===== src/rtl/ili9341_pkg.sv =====
// Shared definitions for the ILI9341 panel path: SPI transmitter states and D/C flag values.
package ili9341_pkg;

  localparam int   ILI_DW   = 8;
  localparam logic ILI_CMD  = 1'b0;
  localparam logic ILI_DATA = 1'b1;

  typedef enum logic [1:0] {
    ST_IDLE,
    ST_SETUP,
    ST_SHIFT,
    ST_HOLD
  } spi_state_t;

endpackage


===== src/rtl/spi_clk_tick.sv =====
// sclk half-period divider: strobes o_rise in the last clk of a low phase and o_fall
// in the last clk of a high phase. Cleared to the start of a low phase by i_clr.
module spi_clk_tick #(
  parameter int CLK_DIV = 2
) (
  input  logic clk,
  input  logic rst,
  input  logic i_en,
  input  logic i_clr,
  output logic o_rise,
  output logic o_fall
);

  localparam int DIV_W = (CLK_DIV > 1) ? $clog2(CLK_DIV) : 1;
  localparam logic [DIV_W-1:0] DIV_LAST = DIV_W'(CLK_DIV - 1);

  logic [DIV_W-1:0] r_div;
  logic             r_half;
  logic             w_term;

  // With CLK_DIV=1 the counter stays at zero and every enabled cycle is terminal.
  assign w_term = (r_div == DIV_LAST);

  always_ff @(posedge clk or negedge rst) begin
    if (!rst) begin
      r_div  <= '0;
      r_half <= 1'b0;
    end else if (i_clr) begin
      r_div  <= '0;
      r_half <= 1'b0;
    end else if (i_en) begin
      if (w_term) begin
        r_div  <= '0;
        r_half <= ~r_half;
      end else begin
        r_div  <= r_div + DIV_W'(1);
      end
    end
  end

  assign o_rise = i_en & ~r_half & w_term;
  assign o_fall = i_en &  r_half & w_term;

endmodule


===== src/rtl/spi_tx_ili9341.sv =====
// SPI mode-0 MSB-first byte transmitter for the ILI9341 (cs, dc, sclk, mosi).
// Optional macro SPI_CS_HOLD_EN: chain bytes with cs held low, skipping SETUP/HOLD.
module spi_tx_ili9341
  import ili9341_pkg::*;
#(
  parameter int DW       = ILI_DW,
  parameter int CLK_DIV  = 2,
  parameter int CS_SETUP = 1,
  parameter int CS_HOLD  = 1
) (
  input  logic          clk,
  input  logic          rst,
  input  logic [DW-1:0] data_in,
  input  logic          dc_in,
  input  logic          load,
  output logic          ready,
  output logic          busy,
  output logic          done,
  output logic          cs,
  output logic          dc,
  output logic          sclk,
  output logic          mosi
);

  localparam int BIT_W   = $clog2(DW + 1);
  localparam int CNT_MAX = (CS_SETUP > CS_HOLD) ? CS_SETUP : CS_HOLD;
  localparam int CNT_W   = (CNT_MAX > 1) ? $clog2(CNT_MAX) : 1;

  spi_state_t       r_state, w_state_nxt;
  logic [DW-1:0]    r_shreg, w_shreg_nxt;
  logic [BIT_W-1:0] r_bit, w_bit_nxt;
  logic [CNT_W-1:0] r_cnt, w_cnt_nxt;
  logic             r_cs, r_dc, r_sclk, r_mosi, r_done, r_busy;
  logic             w_dc_nxt, w_sclk_nxt, w_mosi_nxt, w_done_nxt;
  logic             w_rise, w_fall, w_tick_en, w_tick_clr;
  logic             w_chain_ok, w_accept;

  assign w_tick_en = (r_state == ST_SHIFT);

  spi_clk_tick #(
    .CLK_DIV(CLK_DIV)
  ) u_tick (
    .clk   (clk),
    .rst   (rst),
    .i_en  (w_tick_en),
    .i_clr (w_tick_clr),
    .o_rise(w_rise),
    .o_fall(w_fall)
  );

`ifdef SPI_CS_HOLD_EN
  // Last clk of the final high phase: a new byte can slot straight in.
  assign w_chain_ok = (r_state == ST_SHIFT) & w_fall & (r_bit == BIT_W'(1));
`else
  assign w_chain_ok = 1'b0;
`endif

  assign ready    = (r_state == ST_IDLE) | w_chain_ok;
  assign w_accept = load & ready;

  always_comb begin
    w_state_nxt = r_state;
    w_shreg_nxt = r_shreg;
    w_bit_nxt   = r_bit;
    w_cnt_nxt   = r_cnt;
    w_dc_nxt    = r_dc;
    w_sclk_nxt  = r_sclk;
    w_mosi_nxt  = r_mosi;
    w_done_nxt  = 1'b0;
    w_tick_clr  = 1'b0;
    case (r_state)
      ST_IDLE: begin
        w_mosi_nxt = 1'b0;
        w_sclk_nxt = 1'b0;
        if (w_accept) begin
          w_shreg_nxt = data_in;
          w_dc_nxt    = dc_in;
          w_mosi_nxt  = data_in[DW-1];
          w_bit_nxt   = BIT_W'(DW);
          w_cnt_nxt   = CNT_W'(CS_SETUP - 1);
          w_state_nxt = ST_SETUP;
        end
      end
      ST_SETUP: begin
        if (r_cnt == '0) begin
          w_state_nxt = ST_SHIFT;
          w_tick_clr  = 1'b1;
        end else begin
          w_cnt_nxt = r_cnt - CNT_W'(1);
        end
      end
      ST_SHIFT: begin
        if (w_fall) begin
          w_sclk_nxt = 1'b0;
          if (r_bit == BIT_W'(1)) begin
            if (w_accept) begin
              w_shreg_nxt = data_in;
              w_dc_nxt    = dc_in;
              w_mosi_nxt  = data_in[DW-1];
              w_bit_nxt   = BIT_W'(DW);
              w_done_nxt  = 1'b1;
            end else begin
              w_cnt_nxt   = CNT_W'(CS_HOLD - 1);
              w_state_nxt = ST_HOLD;
            end
          end else begin
            w_shreg_nxt = {r_shreg[DW-2:0], 1'b0};
            w_mosi_nxt  = r_shreg[DW-2];
            w_bit_nxt   = r_bit - BIT_W'(1);
          end
        end else if (w_rise) begin
          w_sclk_nxt = 1'b1;
        end
      end
      ST_HOLD: begin
        if (r_cnt == '0) begin
          w_state_nxt = ST_IDLE;
          w_done_nxt  = 1'b1;
          w_mosi_nxt  = 1'b0;
        end else begin
          w_cnt_nxt = r_cnt - CNT_W'(1);
        end
      end
      default: w_state_nxt = ST_IDLE;
    endcase
  end

  always_ff @(posedge clk or negedge rst) begin
    if (!rst) r_state <= ST_IDLE;
    else      r_state <= w_state_nxt;
  end

  always_ff @(posedge clk or negedge rst) begin
    if (!rst) begin
      r_bit  <= '0;
      r_cnt  <= '0;
      r_cs   <= 1'b1;
      r_dc   <= 1'b1;
      r_sclk <= 1'b0;
      r_mosi <= 1'b0;
      r_done <= 1'b0;
      r_busy <= 1'b0;
    end else begin
      r_bit  <= w_bit_nxt;
      r_cnt  <= w_cnt_nxt;
      r_cs   <= (w_state_nxt == ST_IDLE);
      r_dc   <= w_dc_nxt;
      r_sclk <= w_sclk_nxt;
      r_mosi <= w_mosi_nxt;
      r_done <= w_done_nxt;
      r_busy <= (w_state_nxt != ST_IDLE);
    end
  end

  // Shift data is only meaningful after an accept, so it carries no reset.
  always_ff @(posedge clk) begin
    r_shreg <= w_shreg_nxt;
  end

  assign cs   = r_cs;
  assign dc   = r_dc;
  assign sclk = r_sclk;
  assign mosi = r_mosi;
  assign done = r_done;
  assign busy = r_busy;

endmodule


===== config.mk =====
export PLATFORM = sky130hd
export DESIGN_NAME = spi_tx_ili9341
export DESIGN_NICKNAME = d
export VERILOG_FILES = /design/src/rtl/ili9341_pkg.sv /design/src/rtl/spi_clk_tick.sv /design/src/rtl/spi_tx_ili9341.sv
export SDC_FILE = /design/constraint.sdc
export NUM_CORES = 1
export LEC_CHECK = 0
export ABC_AREA = 1
export BUFFER_PORTS_ARGS = -buffer_cell sky130_fd_sc_hd__buf_2
export CAP_MARGIN = 20
export CORE_MARGIN = 3
export CORE_UTILIZATION = 50
export CTS_CLUSTER_SIZE = 30
export DETAILED_ROUTE_END_ITERATION = 8
export GPL_ROUTABILITY_DRIVEN = 1
export HOLD_SLACK_MARGIN = 0.03
export PLACE_DENSITY_LB_ADDON = 0.2
export SYNTH_ARGS = -nofsm -noshare
export SYNTH_HDL_FRONTEND = slang
export SYNTH_SLANG_ARGS = --single-unit

===== constraint.sdc =====
create_clock -name clk -period 2.4 [get_ports clk]
set_input_delay 0 -clock clk [delete_from_list [all_inputs] [get_ports clk]]
set_output_delay 0 -clock clk [all_outputs]
set_load 0.02 [all_outputs]

# After elaboration in Yosys (flattened, before gate mapping)
# Index checks and enable logic that the tools add are counted.
# totals
ff_bits	23
latchBits	0
ramBits	0
rom_bits	0
in_bits	12
out_inout_bits	7
wordCells	92
mem_count	0
# op_classes
addsub	3
n_mul	0
n_div	0
magnitude_cmp	0
n_eq_ne	11
shift	0
muxes	46
n_bitwise	6
reduce_logical	14
# ops
op	n
$mux W1	26
$mux W8	3
$pmux W8 S2	1
$mux W2	6
$mux W4	3
$ne A2 B2 Y1 const B	4
$pmux W2 S4	1
$pmux W4 S2	1
$reduce_and A4 Y1	2
$reduce_bool A2 Y1	4
$ne A3 B3 Y1 const B	2
$pmux W1 S2	3
$pmux W1 S3	2
$reduce_and A2 Y1	3
$and A1 B1 Y1	5
$eq A2 B2 Y1 const B	2
$eq A4 B1 Y1 const B	1
$logic_not A2 Y1	2
$sub A4 B1 Y4 const B	1
$reduce_and A3 Y1	1
$reduce_bool A3 Y1	1
$eq A2 B1 Y1 const B	1
$ne A2 B1 Y1 const B	1
$reduce_or A2 Y1	1
other kinds (3)	3

# Depth between registers and ports, before layout
# Gate-level depths: netlist of the first run.
# logic_depth
word_depth	7
mapped_depth	10

# Cells and area by module
# From an unflattened synthesis of the first run, not the netlist that was laid out.
# unflattened
cells_unflattened	135
area_unflattened_um2	1206.2
# by_module_without_submodules
mod	n_inst	cells_each	area_per_inst_um2	seq_area_each_um2
spi_tx_ili9341	1	121	1104.8	513.0
spi_clk_tick	1	14	101.3	50.0

# Worst setup path after synthesis of the first run
# OpenSTA, ideal clock, no wires.
# synth_timing
path_kind	register to register
start	reg r_state[0]
end	reg r_shreg[1], data pin
setup_ns	0.255
arrival_ns	1.291
setup_slack_ns	0.854
stages_incl_launch_ff	8
path_buffers	0
period_less_slack_ns	1.546
path_cell_list	dfrtp_1 -> inv_1 -> ha_1 -> nand2_4 -> inv_1 -> nand2_4 -> o22ai_1 -> nor2_1
# synth_via
elab_chain_len	6
word_cells_on_any_way	7
classes_between	eq/ne: 1; mux: 4; bitwise: 1; reduce/logical: 1
# synth_rtl
item	line_no	rtl
from (decl)	spi_tx_ili9341.sv:29	spi_state_t r_state, w_state_nxt;
from (signal assigned)	spi_tx_ili9341.sv:130	else r_state <= w_state_nxt;
$logic_not A2 Y1 *	n/a	
net ready	spi_tx_ili9341.sv:16	output logic ready,
$and A1 B1 Y1	n/a	
$mux W8 (3 in a row)	n/a	
$pmux W8 S2 *	spi_tx_ili9341.sv:71	case (r_state)
net w_shreg_nxt[1]	spi_tx_ili9341.sv:30	logic [DW-1:0] r_shreg, w_shreg_nxt;
to (signal assigned)	spi_tx_ili9341.sv:157	r_shreg <= w_shreg_nxt;
to (decl)	spi_tx_ili9341.sv:30	
# The timed path passes the listed nets; every way through them passes the cells marked *. The select of a mux whose other input is x is not followed.
# A chain may end at the register's enable or synchronous reset.

# Worst setup path in the final report of the first run
# layout_timing
start	reg r_state[0]
end	reg r_shreg[5] (enable)
# layout_via
elab_chain_len	5
word_cells_on_any_way	7
classes_between	eq/ne: 2; bitwise: 2; reduce/logical: 3
# layout_rtl
item	line_no	rtl
$eq A2 B2 Y1	spi_tx_ili9341.sv:38, spi_tx_ili9341.sv:71	
$and A1 B1 Y1 (2 in a row)	spi_clk_tick.sv:42	assign o_fall = i_en & r_half & w_term;
$ne A2 B2 Y1 (no line)	n/a	
$reduce_and A2 Y1 (no line) *	n/a	
# Every way passes the cells marked *; elsewhere a longest branch is shown, timed or not.

==> results.py, run 1 <==
metrics = {
    "run_status": {
        "outcome": "completed",
    },
    "cells_and_area": {
        "final_util_pct": 65.90,
        "fillers": 174,
        "drive_gt1_share_pct": 23.65,
        "diodes": 0,
        "areaGrowthSynthToFinish_pct": 19.21,
        "multi_input_area_um2": 499.2,
        "stdcell_count": 175,
        "regArea_um2": 563.0,
        "final_nets": 168,
        "design_area_mm2": 0.001359,
    },
    "worst_setup_path": {
        "cp.required_ns": 2.39,
        "crit_fanout": 8,
        "worstSetupStartpointType": "register",
        "endpoint_kind": "register",
        "critical_path_class": "reg2reg",
        "crit_arrival_ns": 1.81,
    },
    "clock_network": {
        "cts_tree": "built",
        "clk_pin_slew_worst_paths_ns": 0.11,
        "cts-resized-gates": 0,
        "cts.path.max_buffers": 2,
        "clock-root-buffer": "clkbuf_4",
        "numClockSinks": 21,
        "clk_latency_ns": 0.30,
        "numCtsBuffers": 3,
        "htreeDepth": 1,
    },
    "sta": {
        "whs_ns": 0.03908,
        "slew_headroom_pct": 73.16,
        "finalCritPeriodShare_pct": 76.07,
        "fmax_mhz": 547.7,
        "min_period_ns": 1.826,
        "fin_skew_ns": 0.001793,
        "slew_violations": 0,
        "setup_ws_ns": 0.5743,
        "worstMarginPinSlew_ns": 0.4026,
        "fin_setup_tns_ns": 0,
        "setup_violations": 0,
        "rsz0062_at_grt": "no",
        "hold_viol_final": 0,
    },
    "yosys": {
        "synth-seq-cells": 21,
        "synthTopCellsByCount": "16 x inv_1, 16 x nor2_1, 14 x nand2_1",
        "synth_compound_area_share_pct": 13.28,
        "syn_nets": 138,
        "synth_area_leaders": "dfrtp_1 26%, edfxtp_1 18%, ha_1 7.7%, inv_1 5.3%, nor2_1 5.3%",
        "avgSynthCellArea_um2": 9.579,
        "ys_warn_count": 0,
        "synth-simple-area-share_pct": 22.83,
        "ys_seq_area_share_pct": 49.40,
        "async_reset_ff_share_pct": 66.67,
        "netlist_instances": 119,
        "syn-cell-area_mm2": 0.001140,
        "synth_fa_ha_area_share_pct": 7.684,
        "synth_top_cell_area_share_pct": 26.34,
        "yosys_most_used_dff": "dfrtp_1",
        "synthMuxAreaShare_pct": 0,
        "synth_edf_count": 7,
        "synth_area_leader_cell": "dfrtp_1",
        "synth-xor-area-share_pct": 0,
        "synth.distinct_cells": 24,
        "synth_top_family_by_area": "simple AND/OR/NAND/NOR gates",
    },
    "pwr": {
        "cellPowerDensity_mw_per_mm2": 1382,
        "power.total_mw": 1.878,
        "ir_drop_uv": 794.2,
        "leakage_nw": 0.6729,
    },
    "drt": {
        "drt_wl_total_mm": 2.257,
        "wl_per_cell_um": 12.90,
        "drtPass1Iterations": 4,
        "vias": 899,
        "drcViolationCount": 0,
        "vias_per_cell": 5.137,
        "drt_iter0_markers": 9,
        "drtAntennaViolNets": 0,
    },
    "floorplanning": {
        "dieHeight_um": 53.75,
        "die_w_um": 53.75,
        "ios": 19,
        "start_util_pct": 55.28,
        "dieArea_mm2": 0.002889,
        "coreArea_mm2": 0.002062,
        "rows": 16,
    },
    "place": {
        "dp_cells": 163,
        "gp_congestion": 0.7931,
        "dp_slack_ns": 0.5650,
        "dpl-instance-area_mm2": 0.001252,
        "dpl.hpwl_mm": 1.688,
        "port_buffers": 18,
    },
    "global_route": {
        "grt_pass1_wl_mm": 3.822,
        "grt_pass1_vias": 878,
        "grt-ovfl-total": 0,
        "grt_util_all_layers_pct": 18.34,
        "antenna_found_initial": 0,
        "grt_max_degree": 15,
    },
    "run": {
        "drv_cap": 0,
    },
    "min_path": {
        "holdCritPathClass": "in2reg",
    },
}
## area by class of cell
class / instances / area share [%]
clock buffers: 4 / 1.934
repair buffers: 26 / 12.52
inverters: 17 / 4.880
flip-flops and latches: 21 / 41.44
well taps: 27 / 2.486
multi-input cells: 80 / 36.74
## what timing repair did
action	in CTS	in global routing
hold endpoints to repair	21	0
setup buffers	0	0
endpoints found under the setup margin	0	0
hold buffers	8	0
## where the power goes
part / leakage, nW / total [mW] / internal (mW) / switching [mW]
clock: 0.0150 / 0.168 / 0.0649 / 0.104
combinational: 0.425 / 0.992 / 0.353 / 0.639
sequential: 0.233 / 0.717 / 0.604 / 0.113
## state kept, by name (all words and copies together) (netlist names)
name	flops
r_state	2
cs	1
dc	1
mosi	1
done	1
u_tick.r_div	1
r_bit	4
r_shreg	7
u_tick.r_half	1
sclk	1
busy	1
## cells in the final DEF (no fill, tap or decap), drive strengths merged
| cell type | n |
|---|---|
| nand3 | 8 |
| a21oi | 8 |
| inv | 17 |
| o22ai | 7 |
| dfstp | 2 |
| ha | 7 |
| o21a | 1 |
| nor2 | 19 |
| nor3 | 1 |
| dlygate4sd3 | 8 |
| o21ai | 7 |
| clkbuf | 4 |
| nand3b | 1 |
| o21bai | 1 |
| a31oi | 1 |
| nand2 | 19 |
| dfrtp | 12 |
| buf | 18 |
| edfxtp | 7 |
## final timing paths
path / from / to / slack (ns) / cells after the start
max in group asynchronous: rst / cs$_DFF_PN1_ / 2.00 / 2
worst min register to register: mosi$_DFFE_PN0P_ / mosi$_DFFE_PN0P_ / 0.50 / 2
worst max-delay path: r_state[0]$_DFF_PN0_ / r_shreg[5]$_DFFE_PP_ / 0.57 / 4
min in group asynchronous: rst / r_bit[2]$_DFFE_PN0P_ / 0.11 / 2
worst min-delay path: data_in[6] / r_shreg[6]$_DFFE_PP_ / 0.04 / 3
worst max register to register: r_state[0]$_DFF_PN0_ / r_shreg[5]$_DFFE_PP_ / 0.57 / 4
## critical path, stage by stage, from the launching register on
cell and delay [ns]:
dfrtp_1 0.44, inv_1 0.12, ha_1 0.41, nand3_2 0.21, nand2_1 0.32
## kinds of logic (layout without fill, tap and decap cells)
group	after synthesis	in the layout
fa+ha+maj	7	7
simple gates	48	48
flops	21	21
compound gates	25	25
buf+inv	18	47
## per-layer routing
layer	track usage (%)	up-vias	wire length, um
met1	22.40	424	974
met3	3.878	2	93
li1	-	453	-
met2	31.45	20	1168
met4	6.809	0	21
met5	0	-	0
Note: power is estimated with default switching activity, not from simulation.
==> inputs of run 2 (changes only) <==
--- a/config.mk
+++ b/config.mk
@@ -9,7 +9,7 @@
 export BUFFER_PORTS_ARGS = -buffer_cell sky130_fd_sc_hd__buf_2
 export CAP_MARGIN = 20
 export CORE_MARGIN = 3
-export CORE_UTILIZATION = 50
+export CORE_UTILIZATION = 49
 export CTS_CLUSTER_SIZE = 30
 export DETAILED_ROUTE_END_ITERATION = 8
 export GPL_ROUTABILITY_DRIVEN = 1
==> constraint.sdc (replaced) <==
create_clock -name clk -period 1.5 [get_ports clk]
set_input_delay 0 -clock clk [delete_from_list [all_inputs] [get_ports clk]]
set_output_delay 0 -clock clk [all_outputs]
set_load 0.02 [all_outputs]
==> results.py, run 2 (synthesized netlist as in run 1, its figures left out) <==
metrics = {
    "cells_and_area": {
        "drive_gt1_share_pct": 34.42,
        "top_register": "r_shreg",
        "regArea_um2": 563.0,
        "largest_reg_flops": 7,
        "multi_input_area_um2": 571.8,
        "fillers": 157,
        "final_nets": 174,
        "final_common_cell": "buf_2",
        "layout_common_cells": "18 x buf_2, 16 x nor2_1, 13 x nand2_1",
        "final_util_pct": 70.67,
        "areaGrowthSynthToFinish_pct": 29.09,
        "diodes": 0,
        "reg.largest.list": "r_shreg (7), r_bit (4), r_state (2)",
    },
    "drt": {
        "drtAntennaViolNets": 0,
        "drtPass1Iterations": 4,
        "drt_wl_total_mm": 2.394,
        "vias": 932,
        "drt_iter0_markers": 13,
        "wl_per_cell_um": 13.23,
        "vias_per_cell": 5.149,
        "drcViolationCount": 0,
    },
    "global_route": {
        "grt_util_all_layers_pct": 18.35,
        "grt-ovfl-total": 0,
        "grt_max_degree": 15,
        "grt_pass1_wl_mm": 3.822,
        "grt_pass1_vias": 885,
        "antenna_found_initial": 0,
    },
    "sta": {
        "whs_ns": 0.03551,
        "worstMarginPinSlew_ns": 0.3479,
        "slew_headroom_pct": 76.75,
        "hold_viol_final": 0,
        "fmax_mhz": 688.4,
        "slew_violations": 0,
        "finalCritPeriodShare_pct": 96.84,
        "fin_skew_ns": 0.003662,
        "setup_violations": 0,
        "min_period_ns": 1.453,
        "fin_setup_tns_ns": 0,
    },
    "worst_setup_path": {
        "endpoint_kind": "register",
        "worst_path_largest_cell_delay_ns": 0.44,
        "crit_fanout": 6,
        "worstSetupStartpointType": "register",
        "crit_arrival_ns": 1.52,
        "critical_path_class": "reg2reg",
        "crit_buf_inv": 2,
        "cp_slowest_cell": "dfrtp_1",
        "path_cells": "inv_2, ha_4, nand2_8, nand3_4, nand2_4, inv_2, nor2_1, nor2_1",
        "cp.required_ns": 1.57,
        "cp_top_family": "flip-flops",
    },
    "place": {
        "gp_congestion": 0.8322,
        "port_buffers": 18,
        "dpl.hpwl_mm": 1.724,
    },
    "clock_network": {
        "clock-root-buffer": "clkbuf_4",
        "htreeDepth": 1,
        "clk_pin_slew_worst_paths_ns": 0.11,
        "numClockSinks": 21,
        "cts_tree": "built",
        "cts.path.max_buffers": 2,
        "clk_latency_ns": 0.30,
        "numCtsBuffers": 3,
    },
    "min_path": {
        "holdCritPathClass": "in2reg",
    },
    "floorplanning": {
        "coreArea_mm2": 0.002082,
        "die_w_um": 54.23,
        "dieArea_mm2": 0.002941,
        "start_util_pct": 54.75,
        "ios": 19,
        "rows": 16,
        "dieHeight_um": 54.23,
    },
    "run_status": {
        "outcome": "completed",
    },
    "pwr": {
        "cellPowerDensity_mw_per_mm2": 2274,
        "leakage_nw": 0.7010,
        "ir_drop_uv": 1511,
    },
    "run": {
        "drv_cap": 0,
    },
}
run 2: through the flow:
| step | std cells | setup WS (ns) | area [um2] | total power [mW] |
|---|---|---|---|---|
| after floorplan | 119 | 0.03995 | 1142 | 2.392 |
| after global placement | 170 | 0.01666 | 1308 | 2.774 |
| after detailed placement | 170 | -0.02701 | 1308 | 2.834 |
| after CTS | 180 | 0.007213 | 1399 | 3.146 |
| after global routing | 181 | -0.01832 | 1471 | 3.617 |
| final | 181 | 0.04739 | 1471 | 3.345 |
run 2: power by group:
| part | leakage [nW] | switching [mW] | total (mW) | internal, mW |
|---|---|---|---|---|
| Combinational | 0.453 | 1.13 | 1.91 | 0.772 |
| Sequential | 0.233 | 0.198 | 1.17 | 0.969 |
| Clock | 0.0150 | 0.169 | 0.272 | 0.104 |
run 2: layout make-up:
cell class | count | share of cell area [%]
clock buffer | 4 | 1.786
tap | 27 | 2.296
sequential | 21 | 38.27
timing repair buffer | 32 | 14.29
multi-input combinational | 80 | 38.86
inverter | 17 | 4.507
run 2: routing by layer:
metal,wire [um],track usage [%],vias to the layer above
met5,0,0,-
met4,40,7.884,0
met3,61,2.452,5
met2,1229,31.67,18
met1,1062,22.78,444
li1,-,-,465
run 2: worst paths after layout:
check                                     start                    to  slack (ns)  cells after the start
min reg2reg                      dc$_DFFE_PN1P_        dc$_DFFE_PN1P_        0.49                      2
max reg2reg                r_state[1]$_DFF_PN0_  r_shreg[3]$_DFFE_PP_        0.05                      8
min                                  data_in[6]  r_shreg[6]$_DFFE_PP_        0.04                      3
max in group asynchronous                   rst        dc$_DFFE_PN1P_        1.11                      2
min in group asynchronous                   rst  r_bit[0]$_DFFE_PN0P_        0.10                      2
max                        r_state[1]$_DFF_PN0_  r_shreg[3]$_DFFE_PP_        0.05                      8
run 2: timing repair:
action                                  in CTS  in global routing
cloned                                       0                  0
hold endpoints to repair                    19                  0
endpoints found under the setup margin      13                 18
resized for setup                            4                 11
hold buffers                                 6                  0
setup buffers                                0                  1
run 2: worst reg2reg max path, delay by kind of cell (launching register included):
| family | cells | cell delay, ns |
|---|---|---|
| adders and majority gates | 1 | 0.19 |
| and+or+nand+nor | 5 | 0.43 |
| DFF | 1 | 0.44 |
| buffers and inverters | 2 | 0.15 |
==> inputs of run 3 (changes only) <==
==> constraint.sdc (replaced) <==
create_clock -name clk -period 1.2 [get_ports clk]
set_input_delay 0 -clock clk [delete_from_list [all_inputs] [get_ports clk]]
set_output_delay 0 -clock clk [all_outputs]
set_load 0.02 [all_outputs]
==> results.py, run 3 (synthesized netlist as in run 1, its figures left out) <==
metrics = {
    "run_status": {
        "outcome": "finished with violations",
        "violations": "setup timing",
    },
    "cells_and_area": {
        "final_nets": 194,
        "diodes": 0,
        "drive_gt1_share_pct": 50.00,
        "reg.largest.list": "r_shreg (7), r_bit (4), r_state (2)",
        "layout_common_cells": "20 x buf_4, 17 x buf_2, 12 x dfrtp_1",
        "top_register": "r_shreg",
        "final_common_cell": "buf_4",
        "largest_reg_flops": 7,
        "final_util_pct": 83.53,
        "areaGrowthSynthToFinish_pct": 52.58,
    },
    "global_route": {
        "grt-ovfl-total": 0,
        "antenna_found_initial": 0,
        "grt_pass1_wl_mm": 4.595,
        "grt_max_degree": 15,
        "grt_util_all_layers_pct": 22.18,
        "grt_pass1_vias": 1036,
    },
    "clock_network": {
        "htreeDepth": 1,
        "clk_pin_slew_worst_paths_ns": 0.13,
        "cts_tree": "built",
        "numCtsBuffers": 3,
        "clk_latency_ns": 0.33,
        "clock-root-buffer": "clkbuf_4",
        "cts.path.max_buffers": 2,
        "numClockSinks": 21,
    },
    "run": {
        "drv_cap": 0,
    },
    "drt": {
        "drcViolationCount": 0,
        "vias": 1023,
        "drt_wl_total_mm": 2.875,
        "drt_iter0_markers": 28,
        "wl_per_cell_um": 14.30,
        "vias_per_cell": 5.090,
        "drtPass1Iterations": 4,
        "drtAntennaViolNets": 0,
    },
    "sta": {
        "fin_setup_tns_ns": -3.949,
        "slew_headroom_pct": 77.19,
        "slew_violations": 0,
        "setup_ws_ns": -0.2277,
        "min_period_ns": 1.428,
        "fmax_mhz": 700.4,
        "hold_viol_final": 0,
        "whs_ns": 0.06288,
        "fin_skew_ns": 0.01110,
        "setup_violations": 27,
        "rsz0062_at_grt": "yes",
        "finalCritPeriodShare_pct": 119.0,
        "worstMarginPinSlew_ns": 0.3421,
    },
    "floorplanning": {
        "die_w_um": 54.23,
        "ios": 19,
        "dieArea_mm2": 0.002941,
        "coreArea_mm2": 0.002082,
        "rows": 16,
        "start_util_pct": 54.75,
        "dieHeight_um": 54.23,
    },
    "place": {
        "port_buffers": 18,
        "dpl.hpwl_mm": 1.784,
        "gp_congestion": 0.7660,
    },
    "worst_setup_path": {
        "endpoint_kind": "register",
        "crit_arrival_ns": 1.52,
        "worstSetupStartpointType": "register",
        "crit_fanout": 7,
        "critical_path_class": "reg2reg",
        "cp.required_ns": 1.30,
    },
    "pwr": {
        "leakage_nw": 0.8190,
        "ir_drop_uv": 2152,
        "cellPowerDensity_mw_per_mm2": 2995,
    },
    "min_path": {
        "holdCritPathClass": "in2reg",
    },
}
-- run 3: changes by cell type in the layout (fill, tap and decap cells not counted), sizes merged --
cell and change:
clkbuf -1, dlygate4sd3 +3, buf +17, clkinv +1
-- run 3: layout make-up --
| class | instances | area [um2] |
|---|---|---|
| timing repair buffer | 52 | 392.9 |
| inverter | 17 | 76.32 |
| clock buffer | 3 | 22.52 |
| multi-input combinational | 80 | 645.6 |
| tap | 27 | 33.78 |
| clock inverter | 1 | 5.005 |
| sequential | 21 | 563.0 |
| fill | 126 | 342.8 |
-- run 3: path summary, 6_finish.rpt --
check | from | endpoint | slack, ns | cells past startpoint
worst max-delay path | r_state[1]$_DFF_PN0_ | r_shreg[3]$_DFFE_PP_ | -0.23 | 7
worst min-delay path | data_in[3] | r_shreg[3]$_DFFE_PP_ | 0.06 | 3
worst max register to register | r_state[1]$_DFF_PN0_ | r_shreg[3]$_DFFE_PP_ | -0.23 | 7
worst min register to register | dc$_DFFE_PN1P_ | dc$_DFFE_PN1P_ | 0.49 | 2
max in group asynchronous | rst | cs$_DFF_PN1_ | 0.80 | 2
min in group asynchronous | rst | r_bit[2]$_DFFE_PN0P_ | 0.09 | 2
-- run 3: timing repair --
item	4_1_cts	5_1_grt
endpoints found under the hold margin	21	1
gates resized for setup	24	12
endpoints found under the setup margin	27	27
pin swaps	8	7
hold buffers	8	1
setup buffers	9	2
-- run 3: stage by stage --
step	std cells	total power [mW]	cell area (um2)	setup WS, ns
floorplan	119	3.228	1202	-0.1613
global placement	179	3.926	1431	-0.1634
detailed placement	179	4.016	1431	-0.2013
CTS	199	4.919	1688	-0.2076
global route	201	5.577	1739	-0.3017
finish	201	5.209	1739	-0.2277
-- run 3: metal layers --
layer / GRT usage, % / vias up / wire length (um)
met3: 3.270 / 5 / 90
li1: - / 510 / -
met5: 0 / - / 0
met2: 37.65 / 24 / 1402
met1: 28.20 / 484 / 1330
met4: 8.714 / 0 / 52
-- run 3: worst max-delay path: stages, from the launching register on --
cell	delay (ns)
dfrtp_1	0.45
inv_2	0.10
ha_4	0.14
nand2_4	0.07
inv_2	0.11
nand2_4	0.10
o22ai_1	0.16
nor2_1	0.07
-- run 3: report_power, final --
| group | switching (mW) | leakage [nW] | internal, mW |
|---|---|---|---|
| clock | 0.243 | 0.0177 | 0.125 |
| combinational | 1.79 | 0.568 | 1.55 |
| sequential | 0.293 | 0.233 | 1.21 |
